<file path="config.mk">
export PLATFORM = sky130hd
export DESIGN_NAME = cnn_layer_accel_pixel_feeder_flat
export DESIGN_NICKNAME = d
export VERILOG_FILES = /design/src/rtl/cnn_layer_accel_pixel_feeder_if.sv /design/src/rtl/cnn_layer_accel_pixel_feeder.sv /design/src/flat_wrapper.sv
export SDC_FILE = /design/constraint.sdc
export NUM_CORES = 1
export LEC_CHECK = 0
export ABC_AREA = 0
export BUFFER_PORTS_ARGS = -buffer_cell sky130_fd_sc_hd__buf_2
export CAP_MARGIN = 20
export CORE_AREA = 2 2 128 130
export CTS_CLUSTER_SIZE = 20
export DETAILED_ROUTE_END_ITERATION = 12
export DIE_AREA = 0 0 130 132
export PLACE_DENSITY = 0.66
export SKIP_CTS_REPAIR_TIMING = 1
export SYNTH_ARGS = -nofsm -noshare
export SYNTH_HDL_FRONTEND = slang
export SYNTH_SLANG_ARGS = --single-unit
</file>
<file path="constraint.sdc">
create_clock -name clk_if -period 4.3 [get_ports clk_if]
set_input_delay 0.86 -clock clk_if [delete_from_list [all_inputs] [get_ports clk_if]]
set_output_delay 0.86 -clock clk_if [all_outputs]
set_load 0.1 [all_outputs]
</file>
<file path="src/rtl/cnn_layer_accel_pixel_feeder_if.sv">
// cnn_layer_accel_pixel_feeder_if
// Config, job control, memory and pixel handshakes of the pixel feeder.
interface cnn_layer_accel_pixel_feeder_if #(
  parameter int C_PIXEL_WIDTH   = 16,
  parameter int C_NUM_CHANNELS  = 8,
  parameter int C_ROW_CNT_WIDTH = 10,
  parameter int C_COL_CNT_WIDTH = 10,
  parameter int C_ADDR_WIDTH    = 20
) ();
  localparam int DW = C_NUM_CHANNELS * C_PIXEL_WIDTH;

  logic                       cfg_valid;
  logic                       cfg_ready;
  logic [C_ROW_CNT_WIDTH-1:0] cfg_num_rows;
  logic [C_COL_CNT_WIDTH-1:0] cfg_num_cols;
  logic [C_ADDR_WIDTH-1:0]    cfg_base_addr;
  logic                       cfg_pad_en;

  logic                       job_fetch_request;
  logic                       job_fetch_ack;
  logic                       job_fetch_complete;
  logic                       job_done;
  logic                       job_done_ack;

  logic                       mem_req_valid;
  logic                       mem_req_ready;
  logic [C_ADDR_WIDTH-1:0]    mem_req_addr;
  logic                       mem_rsp_valid;
  logic                       mem_rsp_ready;
  logic [DW-1:0]              mem_rsp_data;

  logic                       pixel_valid;
  logic                       pixel_ready;
  logic [DW-1:0]              pixel_data;

  modport master (
    input  cfg_valid,
    output cfg_ready,
    input  cfg_num_rows,
    input  cfg_num_cols,
    input  cfg_base_addr,
    input  cfg_pad_en,
    input  job_fetch_request,
    output job_fetch_ack,
    output job_fetch_complete,
    output job_done,
    input  job_done_ack,
    output mem_req_valid,
    input  mem_req_ready,
    output mem_req_addr,
    input  mem_rsp_valid,
    output mem_rsp_ready,
    input  mem_rsp_data,
    output pixel_valid,
    input  pixel_ready,
    output pixel_data
  );

  modport slave (
    output cfg_valid,
    input  cfg_ready,
    output cfg_num_rows,
    output cfg_num_cols,
    output cfg_base_addr,
    output cfg_pad_en,
    output job_fetch_request,
    input  job_fetch_ack,
    input  job_fetch_complete,
    input  job_done,
    output job_done_ack,
    input  mem_req_valid,
    output mem_req_ready,
    input  mem_req_addr,
    output mem_rsp_valid,
    input  mem_rsp_ready,
    output mem_rsp_data,
    input  pixel_valid,
    output pixel_ready,
    input  pixel_data
  );
endinterface

</file>
<file path="src/rtl/cnn_layer_accel_pixel_feeder.sv">
// cnn_layer_accel_pixel_feeder
// Fetches one row of channel-packed pixel words per request, optional zero pads.
module cnn_layer_accel_pixel_feeder #(
  parameter int C_PIXEL_WIDTH   = 16,
  parameter int C_NUM_CHANNELS  = 8,
  parameter int C_ROW_CNT_WIDTH = 10,
  parameter int C_COL_CNT_WIDTH = 10,
  parameter int C_ADDR_WIDTH    = 20
) (
  input  logic clk_if,
  input  logic rst,
  cnn_layer_accel_pixel_feeder_if.master bus
);
  localparam int DW = C_NUM_CHANNELS * C_PIXEL_WIDTH;
  localparam int RW = C_ROW_CNT_WIDTH;
  localparam int CW = C_COL_CNT_WIDTH;
  localparam int AW = C_ADDR_WIDTH;

  typedef enum logic [2:0] {
    S_IDLE,
    S_WAIT_REQ,
    S_ACK,
    S_PAD_L,
    S_STREAM,
    S_PAD_R,
    S_COMPLETE,
    S_DONE
  } state_e;

  state_e state_q;
  state_e state_d;

  logic [RW-1:0] num_rows_q;
  logic [CW-1:0] num_cols_q;
  logic          pad_en_q;
  logic [RW-1:0] row_cnt_q;
  logic [CW:0]   req_cnt_q;
  logic [CW-1:0] beat_cnt_q;
  logic [AW-1:0] addr_q;

  logic          cfg_ready_r;
  logic          ack_r;
  logic          cmpl_r;
  logic          done_r;
  logic          mreq_v_r;
  logic          mrsp_rdy_r;
  logic          pv_r;
  logic [DW-1:0] pd_r;

  logic          cfg_fire;
  logic          req_fire;
  logic          beat_fire;
  logic          last_beat;
  logic          last_row;
  logic          req_open;

  assign cfg_fire  = (state_q == S_IDLE) & bus.cfg_valid;
  assign req_fire  = mreq_v_r & bus.mem_req_ready;
  assign beat_fire = (state_q == S_STREAM)
                   & bus.mem_rsp_valid
                   & bus.pixel_ready;
  assign last_beat = (beat_cnt_q == num_cols_q);
  assign last_row  = (row_cnt_q == num_rows_q);
  assign req_open  = (req_cnt_q <= {1'b0, num_cols_q});

  // State register
  always_ff @(posedge clk_if) begin
    if (rst) begin
      state_q <= S_IDLE;
    end else begin
      state_q <= state_d;
    end
  end

  // Next-state and raw (pre-reset-gating) outputs
  always_comb begin
    state_d     = state_q;
    cfg_ready_r = 1'b0;
    ack_r       = 1'b0;
    cmpl_r      = 1'b0;
    done_r      = 1'b0;
    mreq_v_r    = 1'b0;
    mrsp_rdy_r  = 1'b0;
    pv_r        = 1'b0;
    pd_r        = '0;
    unique case (state_q)
      S_IDLE: begin
        cfg_ready_r = 1'b1;
        if (bus.cfg_valid) begin
          state_d = S_WAIT_REQ;
        end
      end
      S_WAIT_REQ: begin
        if (bus.job_fetch_request) begin
          state_d = S_ACK;
        end
      end
      S_ACK: begin
        ack_r   = 1'b1;
        state_d = pad_en_q ? S_PAD_L : S_STREAM;
      end
      S_PAD_L: begin
        pv_r = 1'b1;
        if (bus.pixel_ready) begin
          state_d = S_STREAM;
        end
      end
      S_STREAM: begin
        mreq_v_r   = req_open;
        pv_r       = bus.mem_rsp_valid;
        pd_r       = bus.mem_rsp_data;
        mrsp_rdy_r = bus.pixel_ready;
        if (beat_fire && last_beat) begin
          state_d = pad_en_q ? S_PAD_R : S_COMPLETE;
        end
      end
      S_PAD_R: begin
        pv_r = 1'b1;
        if (bus.pixel_ready) begin
          state_d = S_COMPLETE;
        end
      end
      S_COMPLETE: begin
        cmpl_r  = 1'b1;
        state_d = last_row ? S_DONE : S_WAIT_REQ;
      end
      S_DONE: begin
        done_r = 1'b1;
        if (bus.job_done_ack) begin
          state_d = S_IDLE;
        end
      end
      default: begin
        state_d = S_IDLE;
      end
    endcase
  end

  // Latched job configuration
  always_ff @(posedge clk_if) begin
    if (rst) begin
      num_rows_q <= '0;
      num_cols_q <= '0;
      pad_en_q   <= 1'b0;
    end else if (cfg_fire) begin
      num_rows_q <= bus.cfg_num_rows;
      num_cols_q <= bus.cfg_num_cols;
      pad_en_q   <= bus.cfg_pad_en;
    end
  end

  // Row counter, advanced as each row completes
  always_ff @(posedge clk_if) begin
    if (rst) begin
      row_cnt_q <= '0;
    end else if (cfg_fire) begin
      row_cnt_q <= '0;
    end else if (state_q == S_COMPLETE && !last_row) begin
      row_cnt_q <= row_cnt_q + RW'(1);
    end
  end

  // Word address; runs on across rows and wraps at the top
  always_ff @(posedge clk_if) begin
    if (rst) begin
      addr_q <= '0;
    end else if (cfg_fire) begin
      addr_q <= bus.cfg_base_addr;
    end else if (req_fire) begin
      addr_q <= addr_q + AW'(1);
    end
  end

  // Per-row count of issued memory requests
  always_ff @(posedge clk_if) begin
    if (rst) begin
      req_cnt_q <= '0;
    end else if (state_q == S_ACK) begin
      req_cnt_q <= '0;
    end else if (req_fire) begin
      req_cnt_q <= req_cnt_q + (CW+1)'(1);
    end
  end

  // Per-row count of delivered data beats
  always_ff @(posedge clk_if) begin
    if (rst) begin
      beat_cnt_q <= '0;
    end else if (state_q == S_ACK) begin
      beat_cnt_q <= '0;
    end else if (beat_fire && !last_beat) begin
      beat_cnt_q <= beat_cnt_q + CW'(1);
    end
  end

  // Every output is forced low while reset is held
  assign bus.cfg_ready          = cfg_ready_r & ~rst;
  assign bus.job_fetch_ack      = ack_r & ~rst;
  assign bus.job_fetch_complete = cmpl_r & ~rst;
  assign bus.job_done           = done_r & ~rst;
  assign bus.mem_req_valid      = mreq_v_r & ~rst;
  assign bus.mem_req_addr       = rst ? '0 : addr_q;
  assign bus.mem_rsp_ready      = mrsp_rdy_r & ~rst;
  assign bus.pixel_valid        = pv_r & ~rst;
  assign bus.pixel_data         = rst ? '0 : pd_r;

endmodule

</file>
<file path="src/flat_wrapper.sv">
// flat-port wrapper written by rule: the top's interface ports become plain ports
module cnn_layer_accel_pixel_feeder_flat 
#(
  parameter int C_PIXEL_WIDTH   = 16,
  parameter int C_NUM_CHANNELS  = 8,
  parameter int C_ROW_CNT_WIDTH = 10,
  parameter int C_COL_CNT_WIDTH = 10,
  parameter int C_ADDR_WIDTH    = 20
)
  (clk_if, rst, bus_cfg_valid, bus_cfg_ready, bus_cfg_num_rows, bus_cfg_num_cols, bus_cfg_base_addr, bus_cfg_pad_en, bus_job_fetch_request, bus_job_fetch_ack, bus_job_fetch_complete, bus_job_done, bus_job_done_ack, bus_mem_req_valid, bus_mem_req_ready, bus_mem_req_addr, bus_mem_rsp_valid, bus_mem_rsp_ready, bus_mem_rsp_data, bus_pixel_valid, bus_pixel_ready, bus_pixel_data);
  cnn_layer_accel_pixel_feeder_if #(.C_PIXEL_WIDTH(C_PIXEL_WIDTH), .C_NUM_CHANNELS(C_NUM_CHANNELS), .C_ROW_CNT_WIDTH(C_ROW_CNT_WIDTH), .C_COL_CNT_WIDTH(C_COL_CNT_WIDTH), .C_ADDR_WIDTH(C_ADDR_WIDTH)) bus_i ();
  input  logic clk_if;
  input  logic rst;
  input wire logic [$bits(bus_i.cfg_valid)-1:0] bus_cfg_valid;
  output wire logic [$bits(bus_i.cfg_ready)-1:0] bus_cfg_ready;
  input wire logic [$bits(bus_i.cfg_num_rows)-1:0] bus_cfg_num_rows;
  input wire logic [$bits(bus_i.cfg_num_cols)-1:0] bus_cfg_num_cols;
  input wire logic [$bits(bus_i.cfg_base_addr)-1:0] bus_cfg_base_addr;
  input wire logic [$bits(bus_i.cfg_pad_en)-1:0] bus_cfg_pad_en;
  input wire logic [$bits(bus_i.job_fetch_request)-1:0] bus_job_fetch_request;
  output wire logic [$bits(bus_i.job_fetch_ack)-1:0] bus_job_fetch_ack;
  output wire logic [$bits(bus_i.job_fetch_complete)-1:0] bus_job_fetch_complete;
  output wire logic [$bits(bus_i.job_done)-1:0] bus_job_done;
  input wire logic [$bits(bus_i.job_done_ack)-1:0] bus_job_done_ack;
  output wire logic [$bits(bus_i.mem_req_valid)-1:0] bus_mem_req_valid;
  input wire logic [$bits(bus_i.mem_req_ready)-1:0] bus_mem_req_ready;
  output wire logic [$bits(bus_i.mem_req_addr)-1:0] bus_mem_req_addr;
  input wire logic [$bits(bus_i.mem_rsp_valid)-1:0] bus_mem_rsp_valid;
  output wire logic [$bits(bus_i.mem_rsp_ready)-1:0] bus_mem_rsp_ready;
  input wire logic [$bits(bus_i.mem_rsp_data)-1:0] bus_mem_rsp_data;
  output wire logic [$bits(bus_i.pixel_valid)-1:0] bus_pixel_valid;
  input wire logic [$bits(bus_i.pixel_ready)-1:0] bus_pixel_ready;
  output wire logic [$bits(bus_i.pixel_data)-1:0] bus_pixel_data;
  assign bus_i.cfg_valid = bus_cfg_valid;
  assign bus_cfg_ready = bus_i.cfg_ready;
  assign bus_i.cfg_num_rows = bus_cfg_num_rows;
  assign bus_i.cfg_num_cols = bus_cfg_num_cols;
  assign bus_i.cfg_base_addr = bus_cfg_base_addr;
  assign bus_i.cfg_pad_en = bus_cfg_pad_en;
  assign bus_i.job_fetch_request = bus_job_fetch_request;
  assign bus_job_fetch_ack = bus_i.job_fetch_ack;
  assign bus_job_fetch_complete = bus_i.job_fetch_complete;
  assign bus_job_done = bus_i.job_done;
  assign bus_i.job_done_ack = bus_job_done_ack;
  assign bus_mem_req_valid = bus_i.mem_req_valid;
  assign bus_i.mem_req_ready = bus_mem_req_ready;
  assign bus_mem_req_addr = bus_i.mem_req_addr;
  assign bus_i.mem_rsp_valid = bus_mem_rsp_valid;
  assign bus_mem_rsp_ready = bus_i.mem_rsp_ready;
  assign bus_i.mem_rsp_data = bus_mem_rsp_data;
  assign bus_pixel_valid = bus_i.pixel_valid;
  assign bus_i.pixel_ready = bus_pixel_ready;
  assign bus_pixel_data = bus_i.pixel_data;
  cnn_layer_accel_pixel_feeder #(.C_PIXEL_WIDTH(C_PIXEL_WIDTH), .C_NUM_CHANNELS(C_NUM_CHANNELS), .C_ROW_CNT_WIDTH(C_ROW_CNT_WIDTH), .C_COL_CNT_WIDTH(C_COL_CNT_WIDTH), .C_ADDR_WIDTH(C_ADDR_WIDTH)) u_core (.clk_if(clk_if), .rst(rst), .bus(bus_i));
endmodule
</file>
==> run_results.csv <==
group,metric,value,unit
global_routing,antenna_found_initial,10,
floorplanning,io_pins,332,
critical_path,crit_type,"reg2out",
yosys,synth_compound_area_frac,0.140,
pwr,powerDensity,566,mW/mm2
detailed_routing,drt_iter0_drc,544,
pwr,p_clk_frac,0.150,
detailed_routing,wl_per_cell,21.2,um
critical_path,crit_chain,"nand2b_1 > nor3_2 > buf_4 > o21a_1 > buf_2",
layout,register_area,0.00150,mm2
yosys,syn_nets,863,
yosys,syn-cell-area,0.00502,mm2
pwr,p_int,2.09,mW
placed_design,place_congestion,0.928,
placed_design,pre_cts_slack,0.872,ns
clocking,cts.sinks,75,
yosys,synth_flop_cell,"dfxtp_1",
clocking,cts_root_buf,"clkbuf_16",
sta,relSlewSlack,0.386,
global_routing,track_usage,0.288,
yosys,synth_area_per_cell,7.47,um2
pwr,switching_power,2.67,mW
layout,layout-drive-gt1-share,0.369,
detailed_routing,dr.pass1.iters,5,
floorplanning,die_width,130,um
floorplanning,fp.dieH,132,um
yosys,synth_top_cell_by_area,"dfxtp_1",
critical_path,slowest_delay,0.66,ns
critical_path,critPathLaunchType,"register",
critical_path,end_kind,"primary output",
detailed_routing,drcViolationCount,0,
sta,worst_clock_skew,0.00717,ns
detailed_routing,postRouteAntennaNets,0,
sta,fin_ws,0.832,ns
global_routing,grt_first_pass_wirelength,35700,um
floorplanning,die_area,0.0172,mm2
layout,nets,1169,
pwr,p_leak,3.80,nW
pwr,vdd_drop_max,424,uV
yosys,yosys_register_bits,75,
clocking,clkLatencyLatePin,0.34,ns
clocking,clk_pin_slew,0.06,ns
floorplanning,core_area,0.0157,mm2
sta,finalCriticalPeriod,3.47,ns
yosys,synthMuxAreaShare,0.00823,
critical_path,crit_family,"buffers and inverters",
layout,fillers,1493,
global_routing,grt_pass1_vias,5499,
layout,utilization,0.534,
pwr,power_frac_comb,0.636,
pwr,sw_frac_of_total,0.561,
global_routing,overflow,0,
critical_path,worstPathArrival,2.61,ns
yosys,synth-seq-area-share,0.299,
sta,setup-tns-final,0,ns
layout,syn_to_final_growth,67.3,%
yosys,synth-xor-area-share,0.0838,
clocking,cts.htree.levels,3,
yosys,synth-simple-area-share,0.390,
yosys,synth_top_family_by_area,"simple AND/OR/NAND/NOR gates",
detailed_routing,wirelength,25500,um
pwr,power,4.75,mW
yosys,async_flop_share,0,
critical_path,crit_path_max_fanout,46,
yosys,synth_top_area_frac,0.299,
global_routing,grt_max_degree,85,
critical_path,ff2ff_setup_slack,1.20,ns
yosys,synth_cells,672,
pwr,p_seq_frac,0.214,
critical_path,worstPathBufferInverterCount,2,
worst_hold_path,hold_path.class,"reg2reg",
sta,rsz0062_at_grt,"no",
yosys,synthAdderAreaFrac,0.0349,
sta,slew_viol_final,0,
floorplanning,start_util,0.319,
outcome,status,"completed",
sta,hold_viol,0,
clocking,cts_buffer_depth,2,
placed_design,dp.cells,1183,
floorplanning,rows,46,
yosys,yosys_warnings,0,
critical_path,required,3.44,ns
layout,multi_input_area,0.00331,mm2
sta,fin_crit_sh,0.807,
clocking,cts_tree,"built",
sta,worst_pin_slew,0.915,ns
yosys,synthDistinctLibCells,42,
sta,maxClockFrequency,288,MHz
yosys,ys_top_cells_by_area,"dfxtp_1 30%, and2_1 17%, xor2_1 5.6%",
sta,setup_viol,0,
critical_path,cp_slowest_cell,"dfxtp_1",
detailed_routing,vias,5985,
detailed_routing,viasPerCell,4.98,
run,max_cap_violations,0,
placed_design,dp_hpwl,21500,um
yosys,synth_edf_count,0,
placed_design,io_buffers,331,
layout,stdcell_count,1201,
clocking,numCtsBuffers,9,
## power by group through the flow
stage               sequential [mW]  combinational (mW)  clock (mW)
floorplan                     0.934                2.21           0
global placement               1.02                2.99           0
detailed placement             1.02                3.01           0
CTS                            1.01                3.02       0.721
global route                   1.03                3.16       0.753
finish                         1.02                3.02       0.715
## worst paths after layout
path                                startpoint                                end  cells past startpoint
min reg2reg  u_core.num_rows_q[9]$_SDFFE_PP0P_  u_core.num_rows_q[9]$_SDFFE_PP0P_                      2
max             u_core.state_q[2]$_SDFFE_PP0P_                  bus_mem_req_valid                      5
min          u_core.num_rows_q[9]$_SDFFE_PP0P_  u_core.num_rows_q[9]$_SDFFE_PP0P_                      2
max reg2reg  u_core.num_cols_q[9]$_SDFFE_PP0P_   u_core.req_cnt_q[4]$_SDFFE_PP0P_                      9
## per-stage QoR
stage,hold WS (ns),instance area [um2]
6_report,0.468,8400
5_1_grt,0.495,8400
4_1_cts,0.471,8390
3_5_place_dp,0.463,8110
3_3_place_gp,0.459,8110
2_1_floorplan,0.450,5020
## final cells by class
cell class,instances,area share
multi-input combinational,539,0.394
timing repair buffer,339,0.354
sequential,75,0.179
tap,216,0.0322
clock buffer,12,0.0306
inverter,14,0.00626
clock inverter,4,0.00298
antenna,2,0.000596
## sequential cells by signal (all words and copies together) (netlist names)
register and count:
u_core.addr_q 20, u_core.beat_cnt_q 10, u_core.num_cols_q 10, u_core.num_rows_q 10, u_core.pad_en_q 1, u_core.req_cnt_q 11, u_core.row_cnt_q 10, u_core.state_q 3
## layout by cell type (no fill, tap or decap), drive strengths merged, types with 20 or more instances in the layout
cell,n
buf,339
and2,134
dfxtp,75
nand2,69
nor2,47
a21oi,45
xor2,32
o21ai,29
nor2b,23
or3,21
nand3,20
## routing by layer
layer  share of wire  GRT usage
met4           0.011     0.0323
met5               0          0
met2            0.41      0.419
met3           0.087     0.0767
met1            0.49      0.436
## logic make-up after synthesis
family,Yosys count
compound gates,113
xor+xnor,48
fa+ha+maj,14
buf+inv,58
simple gates,360
flops,75
mux,4
## synth_stat cells, types with 16 or more instances
| master | number |
|---|---|
| a21oi_1 | 44 |
| and2_1 | 134 |
| clkbuf_1 | 40 |
| dfxtp_1 | 75 |
| nand2_1 | 69 |
| nand3_1 | 20 |
| nor2_1 | 47 |
| nor2b_1 | 23 |
| o21ai_0 | 29 |
| or3_1 | 21 |
| xnor2_1 | 16 |
| xor2_1 | 32 |
## worst register-to-register path, cell delays in order (launching register included)
cell and delay [ns]:
dfxtp_1 0.36, inv_1 0.06, ha_1 0.32, a211oi_2 0.26, nand2_1 0.14, nor4_4 0.84, nor2_1 0.26, buf_4 0.26
or3_1 0.35, a21oi_1 0.18
(Power assumes the default switching activity.)
